File: config.mk
export PLATFORM = sky130hd
export DESIGN_NAME = im_loader_flat
export DESIGN_NICKNAME = d
export VERILOG_FILES = /design/src/rtl/im_loader_if.sv /design/src/rtl/im_loader.sv /design/src/flat_wrapper.sv
export SDC_FILE = /design/constraint.sdc
export NUM_CORES = 1
export LEC_CHECK = 0
export ABC_AREA = 1
export CORE_ASPECT_RATIO = 0.75
export CORE_UTILIZATION = 31
export CTS_CLUSTER_DIAMETER = 80
export CTS_CLUSTER_SIZE = 24
export DETAILED_ROUTE_END_ITERATION = 6
export DONT_BUFFER_PORTS = 1
export GPL_ROUTABILITY_DRIVEN = 0
export SLEW_MARGIN = 20
export SYNTH_ARGS = -nofsm -noshare
export SYNTH_HDL_FRONTEND = slang
export SYNTH_SLANG_ARGS = --single-unit
File: constraint.sdc
create_clock -name clk -period 2.8 [get_ports clk]
set_clock_uncertainty 0.2 [all_clocks]
set_input_delay 0.28 -clock clk [delete_from_list [all_inputs] [get_ports clk]]
set_output_delay 0.28 -clock clk [all_outputs]
set_load 0.01 [all_outputs]
File: src/rtl/im_loader_if.sv
// Byte-stream handshake and instruction-memory write port of the loader.
// master: stream source and memory side; slave: the loader.
interface im_loader_if #(
  parameter int ADDR_W = 5
);
  logic [7:0]        byte_in;
  logic              byte_valid;
  logic              byte_ready;
  logic              im_we;
  logic [ADDR_W-1:0] im_addr;
  logic [31:0]       im_wdata;

  modport master (
    output byte_in, byte_valid,
    input  byte_ready, im_we, im_addr, im_wdata
  );

  modport slave (
    input  byte_in, byte_valid,
    output byte_ready, im_we, im_addr, im_wdata
  );
endinterface

File: src/rtl/im_loader.sv
// Instruction-memory loader: framed little-endian byte stream -> sequential
// word writes, checksum-verified, with the core held in reset while loading.
module im_loader #(
  parameter int DEPTH  = 32,
  parameter int ADDR_W = 5
) (
  input  logic        clk,
  input  logic        reset_n,
  input  logic        start,
  output logic        busy,
  output logic        done,
  output logic        error,
  output logic        cpu_reset_n,
  im_loader_if.slave  bus
);

  typedef enum logic [2:0] {
    S_IDLE, S_COUNT, S_DATA, S_WRITE, S_CHECK, S_DONE, S_ERROR
  } state_t;

  state_t            state, state_next;
  logic [ADDR_W:0]   n_words;
  logic [ADDR_W:0]   word_cnt;
  logic [1:0]        byte_idx;
  logic [31:0]       word_reg;
  logic [7:0]        acc;
  logic              xfer;

  assign xfer = bus.byte_valid && bus.byte_ready;

  always_ff @(posedge clk) begin
    if (!reset_n) state <= S_IDLE;
    else          state <= state_next;
  end

  always_comb begin
    state_next = state;
    case (state)
      S_IDLE:  if (start) state_next = S_COUNT;
      S_COUNT: begin
        if (xfer) begin
          if (bus.byte_in == 8'd0 || int'(bus.byte_in) > DEPTH) state_next = S_ERROR;
          else                                                   state_next = S_DATA;
        end
      end
      S_DATA:  if (xfer && byte_idx == 2'd3) state_next = S_WRITE;
      S_WRITE: begin
        if (word_cnt == n_words - 1'b1) state_next = S_CHECK;
        else                            state_next = S_DATA;
      end
      S_CHECK: if (xfer) state_next = (bus.byte_in == acc) ? S_DONE : S_ERROR;
      S_DONE, S_ERROR: if (start) state_next = S_COUNT;
      default: state_next = S_IDLE;
    endcase
  end

  // byte_idx wraps 3->0 on its own, so WRITE needs no explicit index clear.
  always_ff @(posedge clk) begin
    if (!reset_n) begin
      n_words  <= '0;
      word_cnt <= '0;
      byte_idx <= '0;
      word_reg <= '0;
      acc      <= '0;
    end else begin
      case (state)
        S_COUNT: begin
          if (xfer && state_next == S_DATA) begin
            n_words  <= bus.byte_in[ADDR_W:0];
            word_cnt <= '0;
            byte_idx <= '0;
            acc      <= '0;
          end
        end
        S_DATA: begin
          if (xfer) begin
            word_reg[8*byte_idx +: 8] <= bus.byte_in;
            acc                       <= acc ^ bus.byte_in;
            byte_idx                  <= byte_idx + 2'd1;
          end
        end
        S_WRITE: word_cnt <= word_cnt + 1'b1;
        default: ;
      endcase
    end
  end

  always_comb begin
    bus.byte_ready = (state == S_COUNT) || (state == S_DATA) || (state == S_CHECK);
    bus.im_we      = (state == S_WRITE);
    bus.im_addr    = word_cnt[ADDR_W-1:0];
    bus.im_wdata   = word_reg;
    busy           = (state == S_COUNT) || (state == S_DATA) ||
                     (state == S_WRITE) || (state == S_CHECK);
    done           = (state == S_DONE);
    error          = (state == S_ERROR);
    cpu_reset_n    = (state == S_IDLE) || (state == S_DONE);
  end

endmodule

File: src/flat_wrapper.sv
// flat-port wrapper written by rule: the top's interface ports become plain ports
module im_loader_flat 
#(
  parameter int DEPTH  = 32,
  parameter int ADDR_W = 5
)
  (clk, reset_n, start, busy, done, error, cpu_reset_n, bus_byte_in, bus_byte_valid, bus_byte_ready, bus_im_we, bus_im_addr, bus_im_wdata);
  im_loader_if #(.ADDR_W(ADDR_W)) bus_i ();
  input  logic clk;
  input  logic reset_n;
  input  logic start;
  output logic busy;
  output logic done;
  output logic error;
  output logic cpu_reset_n;
  input wire logic [$bits(bus_i.byte_in)-1:0] bus_byte_in;
  input wire logic [$bits(bus_i.byte_valid)-1:0] bus_byte_valid;
  output wire logic [$bits(bus_i.byte_ready)-1:0] bus_byte_ready;
  output wire logic [$bits(bus_i.im_we)-1:0] bus_im_we;
  output wire logic [$bits(bus_i.im_addr)-1:0] bus_im_addr;
  output wire logic [$bits(bus_i.im_wdata)-1:0] bus_im_wdata;
  assign bus_i.byte_in = bus_byte_in;
  assign bus_i.byte_valid = bus_byte_valid;
  assign bus_byte_ready = bus_i.byte_ready;
  assign bus_im_we = bus_i.im_we;
  assign bus_im_addr = bus_i.im_addr;
  assign bus_im_wdata = bus_i.im_wdata;
  im_loader #(.DEPTH(DEPTH), .ADDR_W(ADDR_W)) u_core (.clk(clk), .reset_n(reset_n), .start(start), .busy(busy), .done(done), .error(error), .cpu_reset_n(cpu_reset_n), .bus(bus_i));
endmodule
After elaboration in Yosys (flattened, before gate mapping). Cells that the tools add are included.

Flip-flop bits (word level): 57. Input port bits: 12.

$add $sub $neg: 4. Reduce and logical (&&, ||, !) cells: 18. Magnitude comparators: 1. Shift operators: 2. Equality and inequality tests: 12. Multiplexer cells: 17. Bitwise gates (word level): 1.

Operators with widths (number): negator 5 -> 34 bit (1); variable shift 8 x 34 -> 32 bit, first input constant (1); indexed part select 8 x 34 -> 32 bit (1); bitwise mux 32 bit (1); 2-to-1 mux 3 bit (6); 2-to-1 mux 8 bit (2); case mux 8 bit (2 select lines) (1); case mux 3 bit (5 select lines) (1); case mux 6 bit (2 select lines) (1); equality test 3 x 2 -> 1 bit, second input constant (3); equality test 3 bit, second input constant (3); equality test 8 bit (1); > comparator 8 x 6 -> 1 bit, second input constant (1); zero test 8 bit (1); XOR 8 bit (1); adder 6 x 1 -> 6 bit, second input constant (1); equality test 6 bit (1); logical OR 1 bit (6); 2-to-1 mux 2 bit (3); 2-to-1 mux 6 bit (1); AND reduction 2 bit (3); subtractor 6 x 1 -> 6 bit, second input constant (1); != test 2 x 1 -> 1 bit, second input constant (2); case mux 2 bit (2 select lines) (1); 8 further kinds (11).

Longest topological paths before layout. Gate-level depths: netlist (run 1).

Depth in word-level cells: 11. Mapped depth: 15.

Least setup slack after synthesis (run 1). Ideal clock, no wire load.

Path type: reg-to-reg. Start point: register u_core.byte_idx[0]. End point: register u_core.word_reg[16], in the netlist u_core.bus.im_wdata[16]. Cell stages (with the launch flop): 10. Path slack: 0.698 ns. Required time: 2.530 ns. Path buffers: 1. Arrival time: 1.831 ns. Cell sequence: dfxtp_1 clkbuf_1 inv_1 ha_1 inv_1 nor2_1 inv_1 nor2_1 nand4_1 a21oi_1.

Longest elaborated chain between the ends: 3.

Ends and longest elaborated chain: start: declaration (line im_loader.sv:24) `logic [1:0] byte_idx;`; start signal: assignment (line im_loader.sv:79) `byte_idx <= byte_idx + 2'd1;`; negator 5 -> 34 bit * (line im_loader.sv:77) `word_reg[8*byte_idx +: 8] <= bus.byte_in;`; indexed part select 8 x 34 -> 32 bit / variable shift 8 x 34 -> 32 bit (equally long branches) (line im_loader.sv:77); bitwise mux 32 bit * (line im_loader.sv:77); end signal: indexed assignment (line im_loader.sv:77); end: declaration (line im_loader.sv:25) `logic [31:0] word_reg;`.

Mark *: on every way between the ends. The rest lies on a longest branch, timed or not. A chain may end at the register's enable or synchronous reset.

Worst setup path after layout (run 1).
Start point: register u_core.byte_idx[0]. End point: register u_core.word_reg[22], in the netlist u_core.bus.im_wdata[22].

Same word-level chain as after synthesis.

==> metrics.yaml, run 1 <==
global_routing:
  grt_pass1_vias: 2558
  grt_pass1_wl_mm: 12.96
  grt_overflow: 0
  grt_use_met1_pct: 23.03
  top_usage_layer: "met2"
  grt_max_degree: 27
  grt_use_met3_pct: 7.343
  use_met2_pct: 24.46
  global_route.usage.total_pct: 17.17
  antenna_found_initial: 0
finish:
  fill_cells: 977
  drive_gt1_share_pct: 8.219
  final_cells: 566
  num_antenna_cells: 0
  multi_input_area_sq_um: 1513
  area_delta_synth_final_pct: 16.27
  fin_util_pct: 37.49
  finalNetCount: 452
  register_area_sq_um: 1141
worst_hold_path:
  min_path_cells: 3
  min_to: "u_core.acc[3]"
  hold_class: "primary input to flop"
  hp-start: "bus_byte_in[3]"
critical_path:
  crit_fanout: 13
  slowest_delay_ns: 0.56
  worst_path_max_delay_cell: "dfxtp_1"
  cp-end-kind: "flop"
  reg2reg_depth: 8
  rrSetupSlack_ns: 0.47
  required_ns: 2.86
  rr_startpoint: "u_core.byte_idx[0]"
  cp.arrival_ns: 2.38
  path_class: "flop to flop"
  regToRegEndpoint: "u_core.bus.im_wdata[22]"
  crit_path_cell_trace: "inv_1 > ha_1 > inv_1 > nor2_1 > inv_1 > nor2_1 > nand4_1 > a21oi_1"
  crit_top_cell: "inv_1"
  startpoint_type: "flop"
logic_synthesis:
  yosys.area.top_type: "dfxtp_1"
  syn-num-nets: 448
  yosysMostFrequentCell: "nand2_1"
  synth_area_leaders: "dfxtp_1 39%, nand2_1 15%, a21oi_1 8.1%"
  synthTopCellsByCount: "117 x nand2_1, 57 x dfxtp_1, 49 x inv_1, 48 x a21oi_1, 29 x nand3_1"
  avgSynthCellArea_sq_um: 6.883
  synth-main-ff-cell: "dfxtp_1"
  synthArstFlopShare_pct: 0
  netlist.area_leader.share_pct: 38.64
  synth_area_sq_um: 2953
  syn_inst: 429
  seq_area_frac_synth_pct: 38.64
  synth.distinct_cells: 30
  ys_ff_latch: 57
  synth-edff-count: 0
  ys_warn_count: 0
timing:
  post-route-period-util_pct: 83.17
  max_slew_margin_pct: 57.02
  fin_tns_setup_ns: 0
  rsz0062_at_grt: "no"
  setup_viol: 0
  min_period_ns: 2.329
  hold_violations: 0
  final-max-slew-violation-count: 0
  worst_slew_pin_slew_ns: 0.6426
  max_freq_mhz: 429.4
clock_network:
  cts_sinks: 57
  ctsHoldBuffers: 10
  numCtsBuffers: 9
  cts_setup_buffers: 0
  clkTransAtPathRegs_ns: 0.05
  clockBufferDepth: 2
  clk_latency_ns: 0.32
  root_buffer: "clkbuf_16"
  cts_resized: 0
  cts_tree: "yes"
  cts_max_level: 3
drt:
  wl_mm: 8.047
  dr.pass1.iters: 5
  ant_nets: 0
  vias: 2789
  drc: 0
  drt-initial-drc-count: 197
  avgRoutedWirePerCell_um: 14.22
  vias_per_cell: 4.928
job:
  max_cap_viol_count: 0
die:
  die_w_um: 114.7
  ios: 55
  die_height_um: 86.52
  row_count: 30
  initial_core_util_pct: 32.24
  fp.dieArea_sq_um: 9923
  core_sq_um: 9159
outcome:
  status: "finished clean"
pwr:
  p_leak_nw: 1.404
  powerDensity_nw_per_um2: 740.6
  irDropWorstVdd_v: 0.0004049
  fin_total_pwr_mw: 2.543
placement:
  port_buffers: 0
  dp_hpwl_mm: 5.412
  placed_cells: 540
## routing by layer
layer | up-vias | part of all wire [%]
li1 | 1412 | -
met1 | 1275 | 48
met2 | 93 | 40
met3 | 9 | 9.3
met4 | 0 | 1.9
met5 | - | 0
## report_power, final
part / internal [mW] / switching [mW] / leakage (nW)
clock: 0.709 / 0.384 / 0.142
combinational: 0.171 / 0.370 / 0.803
sequential: 0.854 / 0.0537 / 0.460
total: 1.73 / 0.808 / 1.40
## cell type report
class                   instances  area share (%)
clock inverters                 5           1.603
well taps                     128           4.665
flip-flops and latches         57           33.24
multi-input cells             300           44.06
inverters                      51           5.576
clock buffers                  11           7.070
repair buffers                 14           3.790
## how the worst max path moves through the flow
stage | end | depth (start not counted) | slack (ns) | startpoint
after floorplan | u_core.bus.im_wdata[16] | 9 | 0.70 | u_core.byte_idx[0]
after global placement | u_core.bus.im_wdata[22] | 8 | 0.51 | u_core.byte_idx[0]
after detailed placement | u_core.bus.im_wdata[22] | 8 | 0.51 | u_core.byte_idx[0]
after CTS | u_core.bus.im_wdata[22] | 8 | 0.48 | u_core.byte_idx[0]
after global routing | u_core.bus.im_wdata[16] | 8 | 0.18 | u_core.byte_idx[0]
final | u_core.bus.im_wdata[22] | 8 | 0.47 | u_core.byte_idx[0]
## worst max-delay path: cells and delay by family (launching register included)
family                     cells  cell delay [ns]
buffers and inverters          3             0.36
DFF                            1             0.56
and+or+nand+nor                3             0.64
AOI/OAI and AO/OA              1             0.14
adders and majority gates      1             0.38
## cells in the final DEF, fill, tap and decap left out
cell	n
nor2_1	21
or2_0	1
inv_2	2
dlygate4sd3_1	10
clkbuf_8	1
a21oi_2	1
clkinv_2	2
nand3_2	1
a21oi_4	1
nand2_2	3
clkbuf_1	1
o21ai_1	1
o22ai_1	1
bufinv_16	1
or3_1	8
dfxtp_1	57
or2_2	6
nor2_2	3
nand2_1	117
o21ai_0	17
o211ai_1	1
buf_4	4
a31oi_1	2
o21bai_1	1
inv_1	49
nand4_1	20
clkbuf_16	9
o211a_1	8
xnor2_1	3
clkinvlp_4	2
nand3_1	29
a21oi_1	48
ha_1	7
## kinds of logic after synthesis
kind of cell / Yosys count / share of synthesized area, %
DFF: 57 / 38.64
and+or+nand+nor: 209 / 31.48
xor gates and xnor gates: 3 / 0.8900
buffers and inverters: 72 / 10.13
AOI/OAI and AO/OA: 81 / 15.89
adders and majority gates: 7 / 2.966
## registers in the layout (all words and copies together) (netlist names)
name / cells
u_core.word_cnt: 6
u_core.acc: 8
u_core.n_words: 6
u_core.bus.im_wdata: 32
u_core.byte_idx: 2
u_core.state: 3
## stage by stage
| stage | worst slack, ns | hold WS, ns | area [sq um] |
|---|---|---|---|
| after floorplan | 0.6983 | 0.2362 | 2953 |
| after global placement | 0.5070 | 0.1880 | 3035 |
| after detailed placement | 0.5084 | 0.1966 | 3035 |
| after CTS | 0.4839 | 0.004177 | 3433 |
| after global routing | 0.1810 | 0.03729 | 3433 |
| final | 0.4711 | 0.01834 | 3433 |
Note: power is estimated with default switching activity, not from simulation.
==> run 2, diff against run 1 <==
==> constraint.sdc (replaced) <==
create_clock -name clk -period 2.4 [get_ports clk]
set_clock_uncertainty 0.2 [all_clocks]
set_input_delay 0.24 -clock clk [delete_from_list [all_inputs] [get_ports clk]]
set_output_delay 0.24 -clock clk [all_outputs]
set_load 0.01 [all_outputs]
==> run 2 against run 1 <==
  * Sequential share of layout area is 0.54 points lower
  * Global-route usage is 0.084 points higher
  * Non-clock buffer count is 3 higher
  * Fmax is 4.5% higher
  * Routed wire length is 3.0% higher
  * Combinational power is 25% higher
  * Worst setup slack worse by 0.30 ns
  * Hold slack worse by 0.0091 ns
  * Highest routed layer unchanged
==> metrics.yaml, run 2 (same netlist as run 1, synthesis figures left out) <==
clock_network:
  clkTransAtPathRegs_ns: 0.05
  cts_setup_buffers: 0
  numCtsBuffers: 9
  cts_max_level: 3
  clockBufferDepth: 2
  root_buffer: "clkbuf_16"
  cts_tree: "yes"
  clk_latency_ns: 0.33
  cts_sinks: 57
job:
  max_cap_viol_count: 0
critical_path:
  cp_top_family: "simple AND/OR/NAND/NOR gates"
  slowest_delay_ns: 0.40
  cp.arrival_ns: 2.23
  required_ns: 2.40
  path_class: "flop to flop"
  startpoint_type: "flop"
  path_buf_inv: 1
  worst_path_max_delay_cell: "dfxtp_1"
  crit_fanout: 9
  rr_startpoint: "u_core.state[0]"
  cp-end-kind: "flop"
  critPathLaunch: "u_core.state[0]"
  crit_path_cell_trace: "inv_1 > nand2_1 > nor2_1 > or2_0 > a21oi_2 > nand3_1 > nor2_1 > nand2_4 > o21ai_0 > a21oi_1"
  crit_top_cell: "nor2_1"
placement:
  port_buffers: 0
  dp_hpwl_mm: 5.456
  placed_cells: 543
pwr:
  switchingPower_uw: 977.4
  p_comb_share_pct: 22.0
  seqPwrFrac_pct: 34.0
  power.share.switching_pct: 31.59
  powerDensity_nw_per_um2: 886.6
  fin_total_pwr_mw: 3.094
  intPower_mw: 2.117
  p_leak_nw: 1.438
  irDropWorstVdd_v: 0.0004348
  p_clk_share_pct: 44.0
drt:
  vias: 2819
  avgRoutedWirePerCell_um: 14.54
  vias_per_cell: 4.946
  wl_mm: 8.290
  dr.pass1.iters: 5
  ant_nets: 0
  drt-initial-drc-count: 283
  drc: 0
finish:
  largest_reg_flops: 32
  final_cells: 570
  area_delta_synth_final_pct: 18.18
  final_common_cell: "nand2_1"
  drive_gt1_share_pct: 8.824
  final_cell_mix: "117 x nand2_1, 57 x dfxtp_1, 49 x inv_1"
  num_antenna_cells: 0
  finalNetCount: 456
timing:
  post-route-period-util_pct: 92.89
  hold-worst-slack_ns: 0.009268
  hold_violations: 0
  setup_viol: 0
  max_freq_mhz: 448.5
  min_period_ns: 2.229
  final-max-slew-violation-count: 0
  max_slew_margin_pct: 56.06
  worst_slew_pin_slew_ns: 0.6569
  rsz0062_at_grt: "yes"
die:
  die_height_um: 86.52
  row_count: 30
  die_w_um: 114.7
  initial_core_util_pct: 32.24
  ios: 55
  core_sq_um: 9159
  fp.dieArea_sq_um: 9923
worst_hold_path:
  hp-start: "bus_byte_in[3]"
  hold_class: "primary input to flop"
global_routing:
  grt_pass1_vias: 2477
  global_route.usage.total_pct: 17.26
  grt_pass1_wl_mm: 12.90
  grt_overflow: 0
  antenna_found_initial: 0
  grt_max_degree: 26
outcome:
  status: "finished clean"
run 2: cell types whose count changed in the layout (fill, tap and decap cells not counted):
cell       before  now
bufinv_16       1    2
clkinv_2        2    1
buf_4           4    7
clkbuf_8        1    0
nand3_4         0    1
nand2_4         0    1
nand3_2         1    0
clkbuf_1        1    2
run 2: routing by layer:
metal / wire length (um) / vias up / track usage, %
met5: 0 / - / 0
met4: 48 / 0 / 4.368
met3: 748 / 5 / 7.203
met2: 3414 / 105 / 24.19
met1: 4079 / 1283 / 24.15
li1: - / 1426 / -
run 2: worst min-delay path, cell delays in order:
cell and delay (ns):
nand2_1 0.08, or3_1 0.11, a21oi_1 0.05
run 2: path summary, 6_finish.rpt:
kind / to / slack [ns] / cells after the start
hold / removal: u_core.bus.im_wdata[11] / 0.009 / 3
setup / recovery: u_core.n_words[0] / 0.17 / 10
setup reg to reg: u_core.n_words[0] / 0.17 / 10
hold reg to reg: u_core.n_words[5] / 0.26 / 2
run 2: power by group through the flow:
stage | sequential [mW] | combinational [mW] | clock, mW
floorplan | 1.05 | 0.508 | 0
global placement | 1.07 | 0.603 | 0
detailed placement | 1.07 | 0.609 | 0
CTS | 1.05 | 0.642 | 1.38
global route | 1.06 | 0.753 | 1.43
finish | 1.05 | 0.680 | 1.36
run 2: per-stage QoR:
step | setup WS [ns] | util [%] | cell area, sq um | setup TNS (ns)
final | 0.1705 | 38.10 | 3490 | 0
after CTS | 0.1363 | 37.90 | 3471 | 0
after global routing | -0.006490 | 38.10 | 3490 | -0.006490
after detailed placement | 0.1807 | 33.39 | 3058 | 0
after floorplan | 0.2983 | - | 2953 | 0
after global placement | 0.2380 | 33.39 | 3058 | 0
run 2: final cells by class:
class / instances / area, sq um
clock buffers: 11 / 232.7
clock inverters: 5 / 80.08
fillers: 987 / 5669
inverters: 51 / 191.4
multi-input cells: 301 / 1531
flip-flops and latches: 57 / 1141
well taps: 128 / 160.2
repair buffers: 17 / 152.6
run 2: what timing repair did:
action,4_1_cts,5_1_grt
hold buffers,10,0
setup endpoints to repair,0,18
resized for setup,0,2
endpoints found under the hold margin,45,0
==> run 3, diff against run 2 <==
--- a/config.mk
+++ b/config.mk
@@ -5,7 +5,6 @@
 export SDC_FILE = /design/constraint.sdc
 export NUM_CORES = 1
 export LEC_CHECK = 0
-export ABC_AREA = 1
 export CORE_ASPECT_RATIO = 0.75
 export CORE_UTILIZATION = 31
 export CTS_CLUSTER_DIAMETER = 80
==> run 3 against run 2 <==
  * Total power up 1.6%
  * Sequential share of layout area is 0.51 points higher
  * Non-clock buffer count rose by 4
  * Routed wire length fell by 7.2%
  * Worst setup slack got worse by 0.049 ns
==> metrics.yaml, run 3 <==
logic_synthesis:
  seq_area_frac_synth_pct: 39.53
  syn-num-nets: 360
  yosys.area_share.simple_pct: 25.88
  ys_warn_count: 0
  synthAdderAreaFrac_pct: 3.034
  avgSynthCellArea_sq_um: 8.465
  synth-main-ff-cell: "dfxtp_1"
  yosys.area.top_type: "dfxtp_1"
  synth_top_family_by_area: "simple AND/OR/NAND/NOR gates"
  synth_area_leaders: "dfxtp_1 40%, a21boi_0 8.6%, nand2_1 7.0%"
  synth.distinct_cells: 43
  synth_xor_area_share_pct: 9.103
  synthMuxAreaShare_pct: 2.427
  netlist.area_leader.share_pct: 39.53
  syn_inst: 341
  synth_area_sq_um: 2887
  yosysMostFrequentCell: "dfxtp_1"
  synth-edff-count: 0
  synthTopCellsByCount: "57 x dfxtp_1, 54 x nand2_1, 37 x nand3_1, 33 x a21boi_0, 21 x xor2_1"
  synthArstFlopShare_pct: 0
  ys_ff_latch: 57
  synth-compound-area-share_pct: 13.96
die:
  row_count: 30
  ios: 55
  die_height_um: 85.57
  die_w_um: 113.4
  core_sq_um: 9046
  fp.dieArea_sq_um: 9705
  initial_core_util_pct: 31.91
critical_path:
  path_class: "flop to flop"
  required_ns: 2.47
  cp.arrival_ns: 2.35
  slowest_delay_ns: 0.53
  crit_fanout: 2
  startpoint_type: "flop"
  worst_path_max_delay_cell: "dlygate4sd3_1"
  crit_path_cell_trace: "xor2_1 > nor4_1 > nand2_1 > o221ai_1 > o21a_1 > dlygate4sd3_1"
  cp-end-kind: "flop"
pwr:
  p_leak_nw: 1.290
  p_clk_share_pct: 45.6
  irDropWorstVdd_v: 0.0003131
  intPower_mw: 2.269
  power.share.switching_pct: 27.84
  p_comb_share_pct: 19.7
  seqPwrFrac_pct: 34.8
  powerDensity_nw_per_um2: 915.1
  switchingPower_uw: 875.3
drt:
  wl_mm: 7.694
  vias_per_cell: 4.893
  ant_nets: 0
  highest-signal-layer: "met4"
  met3_length_um: 690
  vias: 2339
  avgRoutedWirePerCell_um: 16.10
  met2_length_mm: 3.296
  drt-met1-wl_mm: 3.648
  drt-initial-drc-count: 126
  drc: 0
  dr.pass1.iters: 6
finish:
  final_cells: 478
  drive_gt1_share_pct: 9.714
  final_cell_mix: "57 x dfxtp_1, 54 x nand2_1, 37 x nand3_1"
  finalNetCount: 364
  final_common_cell: "dfxtp_1"
  largest_reg_flops: 32
  fill_cells: 918
  area_delta_synth_final_pct: 19.03
  num_antenna_cells: 0
worst_hold_path:
  hold_class: "primary input to flop"
global_routing:
  global_route.usage.total_pct: 16.97
  grt_pass1_vias: 2193
  grt_overflow: 0
  grt_max_degree: 47
  grt_pass1_wl_mm: 12.27
  antenna_found_initial: 0
outcome:
  status: "finished clean"
timing:
  worst_slew_pin_slew_ns: 0.5061
  post-route-period-util_pct: 94.92
  min_period_ns: 2.278
  max_slew_margin_pct: 66.26
  hold_violations: 0
  fin_tns_setup_ns: 0
  final-max-slew-violation-count: 0
  max_freq_mhz: 439.0
  setup_viol: 0
  rsz0062_at_grt: "no"
clock_network:
  cts_setup_buffers: 0
  numCtsBuffers: 9
  clkTransAtPathRegs_ns: 0.05
  root_buffer: "clkbuf_16"
  clockBufferDepth: 2
  clk_latency_ns: 0.33
  cts_sinks: 57
  cts_tree: "yes"
  cts_max_level: 3
placement:
  placed_cells: 450
  port_buffers: 0
  dp_hpwl_mm: 4.990
job:
  max_cap_viol_count: 0
[run 3: metrics by stage]
step / area, sq um / util (%) / hold slack [ns] / setup slack [ns] / power [mW]
2_1_floorplan: 2887 / - / 0.2561 / 0.3654 / 1.544
3_3_place_gp: 2965 / 32.78 / 0.1671 / 0.4169 / 1.664
3_5_place_dp: 2965 / 32.78 / 0.1696 / 0.3442 / 1.675
4_1_cts: 3436 / 37.98 / 0.02223 / 0.1550 / 3.173
5_1_grt: 3436 / 37.98 / 0.03177 / 0.01905 / 3.278
6_report: 3436 / 37.98 / 0.02678 / 0.1219 / 3.144
[run 3: path summary, 6_finish.rpt]
check / to / cells past startpoint / from / slack, ns
hold reg to reg: u_core.bus.im_wdata[11] / 2 / u_core.bus.im_wdata[11] / 0.30
hold / removal: u_core.state[1] / 2 / bus_byte_valid / 0.03
setup reg to reg: u_core.state[0] / 6 / u_core.acc[4] / 0.12
setup / recovery: u_core.state[0] / 6 / u_core.acc[4] / 0.12
[run 3: what timing repair did]
action | 4_1_cts | 5_1_grt
hold endpoints to repair | 57 | 0
hold buffers | 12 | 0
resized for setup | 0 | 0
[run 3: cell type report]
type	instances	area, sq um	area share [%]
tap	128	160.2	4.661
multi-input combinational	249	1570	45.70
sequential	57	1141	33.21
clock inverter	4	73.82	2.149
clock buffer	12	266.5	7.757
inverter	7	26.28	0.7647
timing repair buffer	21	197.7	5.754
[run 3: cell families (layout without fill, tap and decap cells)]
logic type,after synthesis,after routing
adder cells (fa/ha/maj),7,7
flip-flops,57,57
AND/OR/NAND/NOR,150,150
multiplexers,7,7
buffers and inverters,35,44
XOR/XNOR,30,30
AO/OA/AOI/OAI,55,55
[run 3: worst max-delay path, delay by kind of cell, from the launching register on]
| kind | cells | cell delay, ns |
|---|---|---|
| AOI/OAI and AO/OA | 2 | 0.51 |
| DFF | 1 | 0.32 |
| xor gates and xnor gates | 1 | 0.16 |
| and+or+nand+nor | 2 | 0.50 |
| buffers and inverters | 1 | 0.53 |
[run 3: per-layer routing]
layer	GRT usage (%)	vias up
li1	-	1156
met1	22.41	1110
met2	24.37	66
met3	7.986	7
met4	5.383	0
met5	0	-
[run 3: power groups by stage]
stage	logic (mW)	clock network [mW]	registers, mW
after floorplan	0.461	0	1.08
after global placement	0.552	0	1.11
after detailed placement	0.560	0	1.11
after CTS	0.613	1.47	1.09
after global routing	0.675	1.50	1.10
final	0.619	1.43	1.09
